===== src/rtl/pll_reset_sequencer.sv =====
// rtl/pll_reset_sequencer.sv - PLL reset pulse, lock qualification and system reset release.
// Optional build macro PLL_SEQ_RELOCK_EN: lock loss in RUN re-runs the PLL reset sequence.
`timescale 1ns/1ps
module pll_reset_sequencer #(
  parameter int STABLE_CYCLES  = 2700,
  parameter int LOCK_TIMEOUT   = 27000,
  parameter int PLL_RST_CYCLES = 16
) (
  input  logic       clk,
  input  logic       rst_n,
  input  logic       lock,
  output logic       pll_reset,
  output logic       sys_rst_n,
  output logic       ready,
  output logic [3:0] retry_cnt,
  output logic       lock_lost
);

  localparam int RW = (PLL_RST_CYCLES > 1) ? $clog2(PLL_RST_CYCLES) : 1;
  localparam int TW = (LOCK_TIMEOUT   > 1) ? $clog2(LOCK_TIMEOUT)   : 1;
  localparam int SW = (STABLE_CYCLES  > 1) ? $clog2(STABLE_CYCLES)  : 1;

  localparam logic [RW-1:0] RST_LAST    = RW'(PLL_RST_CYCLES - 1);
  localparam logic [TW-1:0] TIMER_LAST  = TW'(LOCK_TIMEOUT - 1);
  localparam logic [SW-1:0] STABLE_LAST = SW'(STABLE_CYCLES - 1);

  typedef enum logic [1:0] {PLL_RST, WAIT_LOCK, STABLE, RUN} state_t;

  state_t          state_q, state_d;
  logic            lock_meta_q, lock_s_q;
  logic [RW-1:0]   rst_cnt_q, rst_cnt_d;
  logic [TW-1:0]   timer_q, timer_d;
  logic [SW-1:0]   stab_q, stab_d;
  logic [3:0]      retry_q, retry_d;
  logic            lost_q, lost_d;
  logic            pll_reset_q, sys_rst_n_q, ready_q;

  always_comb begin
    state_d   = state_q;
    rst_cnt_d = rst_cnt_q;
    timer_d   = timer_q;
    stab_d    = stab_q;
    retry_d   = retry_q;
    lost_d    = lost_q;
    case (state_q)
      PLL_RST: begin
        if (rst_cnt_q == RST_LAST) begin
          state_d   = WAIT_LOCK;
          rst_cnt_d = '0;
          timer_d   = '0;
        end else begin
          rst_cnt_d = rst_cnt_q + RW'(1);
        end
      end
      WAIT_LOCK: begin
        // Lock is tested before the timeout so a coincident lock is never retried.
        if (lock_s_q) begin
          state_d = STABLE;
          timer_d = '0;
          stab_d  = '0;
        end else if (timer_q == TIMER_LAST) begin
          state_d   = PLL_RST;
          rst_cnt_d = '0;
          timer_d   = '0;
          if (retry_q != 4'hF) retry_d = retry_q + 4'd1;
        end else begin
          timer_d = timer_q + TW'(1);
        end
      end
      STABLE: begin
        if (!lock_s_q) begin
          state_d = WAIT_LOCK;
          timer_d = '0;
          stab_d  = '0;
        end else if (stab_q == STABLE_LAST) begin
          state_d = RUN;
          stab_d  = '0;
        end else begin
          stab_d = stab_q + SW'(1);
        end
      end
      RUN: begin
        if (!lock_s_q) begin
          lost_d = 1'b1;
`ifdef PLL_SEQ_RELOCK_EN
          state_d   = PLL_RST;
          rst_cnt_d = '0;
`else
          state_d   = RUN;
`endif
        end
      end
      default: state_d = PLL_RST;
    endcase
  end

  // Outputs are registered from the next state so they track state_q exactly.
  always_ff @(posedge clk or negedge rst_n) begin
    if (!rst_n) begin
      state_q     <= PLL_RST;
      lock_meta_q <= 1'b0;
      lock_s_q    <= 1'b0;
      rst_cnt_q   <= '0;
      timer_q     <= '0;
      stab_q      <= '0;
      retry_q     <= 4'd0;
      lost_q      <= 1'b0;
      pll_reset_q <= 1'b1;
      sys_rst_n_q <= 1'b0;
      ready_q     <= 1'b0;
    end else begin
      state_q     <= state_d;
      lock_meta_q <= lock;
      lock_s_q    <= lock_meta_q;
      rst_cnt_q   <= rst_cnt_d;
      timer_q     <= timer_d;
      stab_q      <= stab_d;
      retry_q     <= retry_d;
      lost_q      <= lost_d;
      pll_reset_q <= (state_d == PLL_RST);
      sys_rst_n_q <= (state_d == RUN);
      ready_q     <= (state_d == RUN);
    end
  end

  assign pll_reset = pll_reset_q;
  assign sys_rst_n = sys_rst_n_q;
  assign ready     = ready_q;
  assign retry_cnt = retry_q;
  assign lock_lost = lost_q;

endmodule


===== config.mk =====
export PLATFORM = sky130hd
export DESIGN_NAME = pll_reset_sequencer
export DESIGN_NICKNAME = d
export VERILOG_FILES = /design/src/rtl/pll_reset_sequencer.sv
export SDC_FILE = /design/constraint.sdc
export NUM_CORES = 1
export LEC_CHECK = 0
export CORE_AREA = 4 4 89 49
export CTS_CLUSTER_DIAMETER = 120
export DETAILED_ROUTE_END_ITERATION = 10
export DIE_AREA = 0 0 93 53
export DONT_BUFFER_PORTS = 1
export PLACE_DENSITY = 0.76
export SLEW_MARGIN = 20
export SYNTH_ARGS = -nofsm -noshare
export SYNTH_HDL_FRONTEND = slang
export SYNTH_SLANG_ARGS = --single-unit

===== constraint.sdc =====
create_clock -name clk -period 2.59 [get_ports clk]
set_clock_uncertainty 0.2 [all_clocks]
set_input_delay 0.3885 -clock clk [delete_from_list [all_inputs] [get_ports clk]]
set_output_delay 0.3885 -clock clk [all_outputs]
set_load 0.1 [all_outputs]

; Yosys cells after proc, flatten, opt, wreduce, memory -nomap -nowiden
; Cells that the tools add are included.
[totals]
reg_bits = 42
latchBits = 0
ram_bits = 0
rom_bits = 0
output_inout_bits = 8
n_memories = 0
[op_classes]
n_addsub = 4
multipliers = 0
n_div = 0
n_lt_le_gt_ge = 0
n_eq_ne = 13
shift = 0
n_mux = 20
bitwise_logic = 1
n_reduce_logical = 10
[ops]
columns = cell, n
row1 = $mux 15, 4
row2 = $pmux 15 s3, 1
row3 = $mux 12, 3
row4 = $pmux 12 s2, 1
row5 = $add 15x1->15 const B, 1
row6 = $eq 15x15->1 const B, 1
row7 = $add 12x1->12 const B, 1
row8 = $eq 12x12->1 const B, 1
row9 = $mux 2, 6
row10 = $mux 4, 3
row11 = $ne 2x2->1 const B, 5
row12 = $add 4x1->4 const B, 2
row13 = $pmux 2 s4, 1
row14 = $pmux 4 s2, 1
row15 = $eq 2x2->1 const B, 3
row16 = $reduce_and 3->1, 2
row17 = $eq 4x4->1 const B, 1
row18 = $logic_not 2->1, 2
row19 = $ne 4x4->1 const B, 1
row20 = $reduce_and 2->1, 2
row21 = $reduce_and 4->1, 1
row22 = $reduce_bool 2->1, 2
row23 = $reduce_bool 3->1, 1
row24 = $eq 2x1->1 const B, 1
row25 = $not 1->1, 1

; Logic depth before layout (Yosys ltp)
; Gate-level depths: netlist of run 1.
[logic_depth]
depth_word = 5
ltp_mapped = 6
ltp_nobuf = 5

; Least setup slack after synthesis of run 1
; No wires, ideal clock.
[synth_path]
path_type = register to register
start = reg timer_q[7]
end = reg timer_q[6]
setup_time_ns = 0.121
arrival_time_ns = 1.947
required_ns = 2.269
setup_slack_ns = 0.322
stages_incl_launch_ff = 7
n_path_buf = 2
cell_sequence = dfrtp_1 -> buf_2 -> or4b_1 -> o41a_1 -> buf_6 -> a21o_1 -> a22o_1
[synth_via]
elab_chain_len = 4
[synth_lines]
columns = element, line_no
row1 = "start, declared", 32  ; logic [TW-1:0] timer_q, timer_d;
row2 = "start signal, assigned", 116  ; timer_q <= timer_d;
row3 = $eq 15x15->1, 61  ; end else if (timer_q == TIMER_LAST) begin
row4 = $mux 15, 61
row5 = $mux 15, 57  ; if (lock_s_q) begin
row6 = $pmux 15 s3, 45  ; case (state_q)
; Every way passes these cells.
; A chain may end at the register's enable or synchronous reset.

; Worst setup path in the final report of run 1
[layout_path]
start = reg timer_q[9]
end = reg timer_q[7]
; The elaborated chain is that of the path after synthesis.

==> results of run 1 <==
layout make-up:
| type | count | area (um2) |
|---|---|---|
| timing repair buffer | 16 | 150 |
| multi-input combinational | 171 | 1040 |
| clock inverter | 1 | 30.0 |
| tap | 54 | 67.6 |
| sequential | 42 | 1050 |
| fill | 302 | 1250 |
| clock buffer | 7 | 86.3 |
| inverter | 2 | 7.51 |
sequential cells by signal, indices dropped and copies added, names as in the netlist:
signal / flops
lock_lost: 1
lock_meta_q: 1
lock_s_q: 1
pll_reset: 1
ready: 1
retry_cnt: 4
rst_cnt_q: 4
stab_q: 12
state_q: 2
timer_q: 15
stage by stage:
stage          setup WS, ns  cell area, um2  util, %  instances
3_3_place_gp          0.324            2280     61.8        282
5_1_grt               0.137            2430     66.0        293
4_1_cts               0.252            2430     66.0        293
6_report              0.227            2430     66.0        293
2_1_floorplan         0.322            2140        -        224
3_5_place_dp          0.263            2280     61.8        282
power groups by stage:
stage	sequential, mW	combinational, mW	clock [mW]
after floorplan	0.954	0.521	0
after global routing	0.954	0.783	0.577
after detailed placement	0.941	0.686	0
after global placement	0.939	0.677	0
final	0.934	0.717	0.543
after CTS	0.930	0.709	0.548
what timing repair did:
item                                    4_1_cts  5_1_grt
hold endpoints to repair                     43        0
endpoints found under the setup margin        0        0
hold buffers                                  3        0
Yosys cell counts (2+ instances only):
cell,number,area share (%)
o21a_1,2,0.70
and4_1,2,0.82
nor2b_1,2,0.58
xnor2_1,2,0.82
a22o_1,4,1.6
a21o_1,6,2.1
a31oi_1,20,5.8
nand2b_1,4,1.2
inv_1,2,0.35
nor3_1,2,0.47
o31ai_1,3,1.1
nand3_1,10,2.3
and2_1,3,0.88
o21ai_0,13,3.0
dfrtp_1,41,48
nor2_1,19,3.3
and3_1,3,0.88
clkbuf_1,4,0.70
nor4_1,7,2.0
ha_1,4,2.3
nand2_1,21,3.7
or3_1,2,0.58
nand4_1,4,1.2
buf_2,2,0.47
a21oi_1,17,4.0
how the worst min path moves through the flow:
stage | from | slack (ns) | cells after the start | to
6_report | lock_meta_q | 0.16 | 0 | lock_s_q
2_1_floorplan | rst_n | -0.11 | 0 | lock_lost
3_5_place_dp | rst_n | -0.11 | 0 | stab_q[6]
5_1_grt | lock_meta_q | 0.19 | 0 | lock_s_q
4_1_cts | lock_meta_q | 0.16 | 0 | lock_s_q
3_3_place_gp | rst_n | -0.11 | 0 | stab_q[6]
layer usage:
layer / GRT usage (%) / vias up / wire [um]
met5: 0 / - / 0
met4: 5.84 / 0 / 43
met3: 6.39 / 8 / 453
met2: 30.9 / 85 / 1880
met1: 34.6 / 877 / 2540
li1: - / 874 / -
critical path: stages, from the launching register on:
cell and delay, ns:
dfrtp_1 0.44, or4b_1 0.60, o41a_1 0.58, buf_12 0.21
a21oi_1 0.13, a21oi_1 0.08
cell families after synthesis:
| logic type | Yosys count |
|---|---|
| DFF | 42 |
| buffers and inverters | 11 |
| xor gates and xnor gates | 3 |
| AOI/OAI and AO/OA | 73 |
| muxes | 3 |
| adders and majority gates | 4 |
| and+or+nand+nor | 88 |
==> metrics.txt, run 1 <==
status=finished clean; Pwr Total=2.19 mW; fin. max-slew vios=0; combinational share of power=32.7%; All-Layer GR Usage=22.6%; post-synthesis sequential area ratio=49.1%; Gates resized, CTS repair=0; Reg clk slew, reported paths=0.08 ns; Critical Path RT=2.57 ns; Synth Area in Adders=2.33%; most common cell after layout, fill and taps aside=dfrtp_1; synth warn=0; syn nets=231; FF-to-FF Start=timer_q[9]; Internal Pwr Total=1.31 mW; endpoint class of the critical path=register; Seq cells post-synth=42; ys flop type=dfrtp_1; largest family of logic cells by synthesized area=simple AND/OR/NAND/NOR gates; RSZ-0062 raised after global routing=no; Layout Nets=245; simple-gate portion of the synthesized area=21.7%; Post-DP HPWL=3470 um; First-pass DRT Iterations=4; via count=1,844; Rows=16; initial antenna violation count=0; DR iter-0 viols=154; first-pass GRT wire length=8460 um; crit path capture=timer_q[7]; sequential share of power=42.6%; Synth Instances=224; initial core utilization=58.2%; CTS tree=yes; Area Overhead vs Synth=13.4%; hold_ws=0.163 ns; sw frac=40.1%; Setup CP Type=register to register; Final Cycle Share=91.2%; most frequent cells in the layout=dfrtp_1 (40), nand2_1 (21), a31oi_1 (20), nor2_1 (19), a21oi_1 (17); final antenna-violating net count=0; wire per inst=16.8 um; final hold viol count=0; die width=93 um; clock network power share=24.8%; root buffer cell=clkbuf_8; xor/xnor cell area share of the yosys netlist=1.23%; Ports=11; Async SR Flop Fraction=100%; layout cells sized above 1=10.5%; CP Data Arrival Time=2.34 ns; drt drc=0; setup TNS=0 ns; distinct cell type count after synthesis=50; Synth Area in Compound Gates=21.6%; DR vias/cell=6.29; slew margin rel.=64.0%; # diodes=0; startpoint class of the critical path=register; vias in the first global route=1,709; maxcap violations=0; # setup viols final=0; post-route minimum period=2.36 ns; Leakage=1.05 nW; H-tree Lvls=2; die area=0.00493 mm2; number of enable flip-flop cells after synthesis=0; fraction of synthesized area in multiplexers=1.52%; CTS sink count=42; R2R Path End=timer_q[7]; Max Root-Sink Buffers=2; Die Ht=53 um; Max VDD drop=0.000592 V; Worst-Skew Late Latency=0.30 ns; Mapped Avg Cell Area=9.57 um2; Hold Crit Class=register to register; Sw Pwr=881 uW; register-to-register setup slack=0.23 ns; cell area after synthesis=0.00214 mm2; reg2reg path depth=5; Least-Margin Pin Slew=0.545 ns; I/O Buffers=0; Core Footprint=0.00368 mm2; FMAX=0.423 GHz; pin count of the biggest net entering global routing=43; CTS buffer count=5; Post-CTS Setup Bufs=0; worst-path maximum fanout=15; Final Wtd Congestion=0.815; Critical Path Source=timer_q[9]; PD cells=902 mW/mm2; GRT Residual Overflow=0; WL final=4920 um
(Power assumes the default switching activity.)
==> run 2: changes to the inputs <==
- CORE_AREA: 4 4 89 49 -> 4 4 93 51
- DIE_AREA: 0 0 93 53 -> 0 0 97 55
- PLACE_DENSITY: 0.76 -> 0.73
- clock period: 2.59 -> 2.15 ns (I/O delays scaled with it)
==> run 2 against run 1 <==
Net effect:
- the run now ends with negative setup slack left
- clock-buffer cell count increased by 1
- first-iteration DRC count fell by 58%
- hold slack got worse by 0.0097 ns
- sequential cell count did not move
- sequential share of layout area fell by 2.3 points
- power rose by 18%
- wire length decreased by 3.5%
- sequential power up 15%
- worst setup slack worse by 0.25 ns
- clock power fell by 4.4%
- critical path type unchanged
==> metrics.txt, run 2 (synthesis gave the netlist of run 1 again) <==
via count=1,881 (+2.0%); # diodes=0 (unchanged); H-tree Lvls=2 (unchanged); RSZ-0062 raised after global routing=yes; drt drc=0 (unchanged); layout cells sized above 1=21.3% (+11 points); Max VDD drop=0.000605 V (+2.2%); status=complete, but fails checks; slew margin rel.=64.0% (about the same); Max Root-Sink Buffers=2 (unchanged); Post-DP HPWL=3170 um (-8.6%); Post-Place Cell Area=0.00236 mm2 (+3.5%); Regs by FF count=timer_q (15), stab_q (12); I/O Buffers=0 (unchanged); crit path max-delay cell type=or4b_4; PD cells=1010 mW/mm2 (+12%); final hold viol count=0 (unchanged); Setup CP Type=register to register; Worst path max stage delay=0.57 ns (-0.03 ns); endpoint class of the critical path=register; CTS buffer count=5 (unchanged); Largest register FFs=15 (unchanged); die width=97 um (+4.3%); Core Util, Final=66.7% (+0.64 points); first-pass GRT wire length=8050 um (-4.8%); CP Data Arrival Time=2.16 ns (-0.18 ns); DR vias/cell=6.13 (-2.6%); Ports=11 (unchanged); Worst-Skew Late Latency=0.29 ns (about the same); # setup viols final=3 (+3); setup ws final=-0.0245 ns (-0.251 ns); wire per inst=15.4 um (-7.9%); root buffer cell=clkbuf_8; post-placement setup slack=0.0476 ns (-0.215 ns); fillers=285 (-5.6%); Critical Path RT=2.13 ns (-0.44 ns); initial core utilization=55.5% (-2.7 points); setup TNS=-0.0540 ns (-0.0540 ns); fin area=0.00258 mm2 (+5.9%); Area Overhead vs Synth=20.1%; WL final=4740 um (-3.5%); Register Area=0.00106 mm2 (+0.24%); die area=0.00534 mm2 (+8.2%); most common cell after layout, fill and taps aside=dfrtp_1; FMAX=0.460 GHz (+8.7%); Final Cycle Share=101% (+9.9 points); final antenna-violating net count=0 (unchanged); GRT Residual Overflow=0 (unchanged); violated checks=negative setup slack; fin. max-slew vios=0 (unchanged); post-route minimum period=2.17 ns (-0.189 ns); All-Layer GR Usage=19.1% (-3.5 points); worst-path maximum fanout=6 (-9); # placed instances=292 (+3.5%); First-pass DRT Iterations=4 (unchanged); pin count of the biggest net entering global routing=43 (unchanged); Hold Crit Class=register to register; Critical Path, Cell by Cell=or4b_4 > o41a_1 > buf_4 > a22o_1; DR iter-0 viols=64 (-58%); Reg clk slew, reported paths=0.08 ns (about the same); Rows=16 (unchanged); initial antenna violation count=0 (unchanged); Final Wtd Congestion=0.885 (+8.6%); startpoint class of the critical path=register; Layout Cells excl Fill=307 (+4.8%); Core Footprint=0.00386 mm2 (+4.9%); multi-input logic area=0.00111 mm2 (+6.8%); CTS sink count=42 (unchanged); CTS tree=yes; Layout Nets=259 (+5.7%); most frequent cells in the layout=dfrtp_1 (38), buf_4 (24), nand2_1 (21), a31oi_1 (20), nor2_1 (19); register with the most flip-flops=timer_q; Least-Margin Pin Slew=0.545 ns (-0.000586 ns); Die Ht=55 um (+3.8%); Leakage=1.14 nW (+7.7%); maxcap violations=0 (unchanged); vias in the first global route=1,751 (+2.5%)
==> run 2: cell count changes in the layout (fill, tap and decap cells not counted), sizes merged <==
cell / previous run / this run
clkbuf: 7 / 8
bufinv: 1 / 0
buf: 14 / 28
==> run 2: timing repair <==
action,CTS,global route
setup buffers,0,3
hold buffers,3,0
setup endpoints to repair,0,14
resized for setup,0,20
endpoints found under the hold margin,43,0
==> run 2: metrics by stage <==
step / total power, mW / hold slack, ns
floorplan: 1.78 / -0.173
global route: 2.75 / 0.176
finish: 2.60 / 0.153
detailed placement: 2.00 / -0.172
CTS: 2.54 / 0.155
global placement: 1.97 / -0.172
==> run 2: path summary, 6_finish.rpt <==
check | endpoint | slack (ns) | depth (start not counted) | from
max | timer_q[1] | -0.02 | 4 | timer_q[7]
max in group asynchronous | pll_reset | 1.16 | 2 | rst_n
min reg2reg | lock_s_q | 0.15 | 0 | lock_meta_q
max reg2reg | timer_q[1] | -0.02 | 4 | timer_q[7]
min in group asynchronous | timer_q[0] | 0.33 | 2 | rst_n
min | lock_s_q | 0.15 | 0 | lock_meta_q
==> run 2: report_power, final <==
part	internal (mW)	total, mW	switching (mW)
Clock	0.262	0.519	0.257
Sequential	0.909	1.07	0.158
Combinational	0.363	1.01	0.648
Total	1.53	2.60	1.06
==> run 2: area by class of cell <==
type / instances / area share (%)
Tap cell: 54 / 2.62
Clock buffer: 8 / 3.50
Multi-Input combinational cell: 171 / 43.0
Inverter: 2 / 0.291
Timing Repair Buffer: 30 / 9.62
Sequential cell: 42 / 41.0
==> run 2: metal layers <==
layer  vias to the layer above  part of all wire, %  track usage [%]
met5                         -                    0                0
met3                         5                  4.2             4.63
met4                         0                 0.72             6.99
met1                       924                   48             24.2
li1                        902                    -                -
met2                        50                   47             33.2
==> run 2: critical path: cells and delay by family (launching register included) <==
family	cells	cell delay [ns]
buffers and inverters	1	0.19
flip-flops	1	0.38
AND/OR/NAND/NOR	1	0.57
AO/OA/AOI/OAI	2	0.72
==> run 3: changes to the inputs <==
- CORE_AREA: 4 4 93 51 -> 4 4 89 49
- DIE_AREA: 0 0 97 55 -> 0 0 93 53
- PLACE_DENSITY: 0.73 -> 0.76
- clock period: 2.15 -> 2.32 ns (I/O delays scaled with it)
==> run 3 against run 2 <==
Net effect:
- the run now ends clean
- wire length up 7.0%
- core utilization up 1.8 points
- cell count down 0.65%
- maximum frequency down 3.1%
- critical path type unchanged
- sequential share of layout area up 0.75 points
- sequential cell count unchanged
- final area down 2.0%
==> metrics.txt, run 3 (synthesis gave the netlist of run 1 again) <==
I/O Buffers=0 (unchanged); via count=1,892 (+0.58%); RSZ-0062 raised after global routing=no; startpoint class of the critical path=register; Post-DP HPWL=3660 um (+16%); status=finished clean; H-tree Lvls=2 (unchanged); final antenna-violating net count=0 (unchanged); Leakage=1.13 nW (-0.44%); WL final=5080 um (+7.0%); most common cell after layout, fill and taps aside=dfrtp_1; endpoint class of the critical path=register; drt drc=0 (unchanged); DR iter-0 viols=220 (+240%); Regs by FF count=timer_q (15), stab_q (12); vias in the first global route=1,625 (-7.2%); Final Wtd Congestion=0.958 (+8.3%); initial antenna violation count=0 (unchanged); GRT Residual Overflow=0 (unchanged); wire per inst=16.6 um (+7.7%); initial core utilization=58.2% (+2.7 points); first-pass GRT wire length=8650 um (+7.4%); fin area=0.00252 mm2 (-2.0%); Area Overhead vs Synth=17.7%; setup TNS=0 ns (+0.0540 ns); CP Data Arrival Time=2.23 ns (+0.07 ns); slew margin rel.=64.1% (+0.066 points); Reg clk slew, reported paths=0.08 ns (about the same); Critical Path RT=2.31 ns (+0.18 ns); Core Footprint=0.00368 mm2 (-4.7%); Post-Place Cell Area=0.00236 mm2 (+0.11%); crit path max-delay cell type=o41a_1; post-route minimum period=2.24 ns (+0.0705 ns); DR vias/cell=6.20 (+1.2%); Layout Nets=257 (-0.77%); root buffer cell=clkbuf_8; Ports=11 (unchanged); CTS buffer count=5 (unchanged); Worst-Skew Late Latency=0.30 ns (about the same); die area=0.00493 mm2 (-7.6%); # setup viols final=0 (-3); Hold Crit Class=register to register; maxcap violations=0 (unchanged); All-Layer GR Usage=23.4% (+4.2 points); Critical Path, Cell by Cell=ha_1 > nand4_1 > o41a_1 > buf_4 > a21o_1 > a21o_1; Setup CP Type=register to register; CTS tree=yes; most frequent cells in the layout=dfrtp_1 (40), buf_4 (24), nand2_1 (21), a31oi_1 (20), nor2_1 (19); die width=93 um (-4.1%); register with the most flip-flops=timer_q; final hold viol count=0 (unchanged); Worst path max stage delay=0.54 ns (-0.03 ns); worst-path maximum fanout=5 (-1); CTS sink count=42 (unchanged); layout cells sized above 1=15.1% (-6.2 points); Rows=16 (unchanged); Most common cell on crit path=a21o_1; Max VDD drop=0.000426 V (-30%); fin. max-slew vios=0 (unchanged); Die Ht=53 um (-3.6%); First-pass DRT Iterations=5 (+1); Max Root-Sink Buffers=2 (unchanged); Final Cycle Share=96.8% (-4.4 points); PD cells=987 mW/mm2 (-2.1%); pin count of the biggest net entering global routing=43 (unchanged); # diodes=0 (unchanged); Largest register FFs=15 (unchanged); FMAX=0.445 GHz (-3.1%); Least-Margin Pin Slew=0.544 ns (-0.00100 ns)
run 3: through the flow:
stage / worst slack, ns / instances / hold slack (ns) / util [%] / total power [mW]
2_1_floorplan: 0.0520 / 224 / -0.148 / - / 1.65
6_report: 0.0750 / 305 / 0.164 / 68.5 / 2.49
5_1_grt: 0.00918 / 305 / 0.189 / 68.5 / 2.64
3_3_place_gp: 0.139 / 293 / -0.146 / 64.0 / 1.87
4_1_cts: 0.0234 / 304 / 0.164 / 68.1 / 2.48
3_5_place_dp: 0.113 / 293 / -0.146 / 64.0 / 1.88
run 3: path summary, 6_finish.rpt:
path | depth (start not counted) | slack, ns | endpoint | from
hold reg to reg | 0 | 0.16 | lock_s_q | lock_meta_q
setup / recovery | 6 | 0.08 | timer_q[12] | timer_q[0]
setup reg to reg | 6 | 0.08 | timer_q[12] | timer_q[0]
max in group asynchronous | 2 | 1.36 | pll_reset | rst_n
hold / removal | 0 | 0.16 | lock_s_q | lock_meta_q
min in group asynchronous | 2 | 0.30 | timer_q[13] | rst_n
run 3: report_power, final:
part	internal [mW]	switching [mW]
combinational	0.330	0.578
sequential	0.843	0.166
clock	0.317	0.258
run 3: cell type report:
| cell class | count | area, um2 |
|---|---|---|
| well taps | 54 | 67.6 |
| flip-flops and latches | 42 | 1050 |
| repair buffers | 28 | 240 |
| multi-input cells | 171 | 1050 |
| clock buffers | 5 | 68.8 |
| inverters | 2 | 7.51 |
| fillers | 282 | 1160 |
| clock inverters | 3 | 40.0 |
run 3: routing by layer:
layer | part of all wire, % | GRT usage, % | wire (um) | up-vias
li1 | - | - | - | 900
met1 | 54 | 39.4 | 2730 | 879
met2 | 34 | 26.0 | 1740 | 111
met3 | 12 | 8.38 | 601 | 2
met4 | 0.20 | 5.11 | 10 | 0
met5 | 0 | 0 | 0 | -
run 3: critical path: cells and delay by family (launching register included):
| family | cells | cell delay, ns |
|---|---|---|
| DFF | 1 | 0.42 |
| and+or+nand+nor | 1 | 0.29 |
| AOI/OAI and AO/OA | 3 | 0.85 |
| buffers and inverters | 1 | 0.18 |
| adders and majority gates | 1 | 0.20 |
run 3: what timing repair did:
action,in CTS,in global routing
gates resized for setup,0,1
buffers inserted,0,1
hold buffers,3,0
endpoints found under the setup margin,0,3
endpoints found under the hold margin,43,0
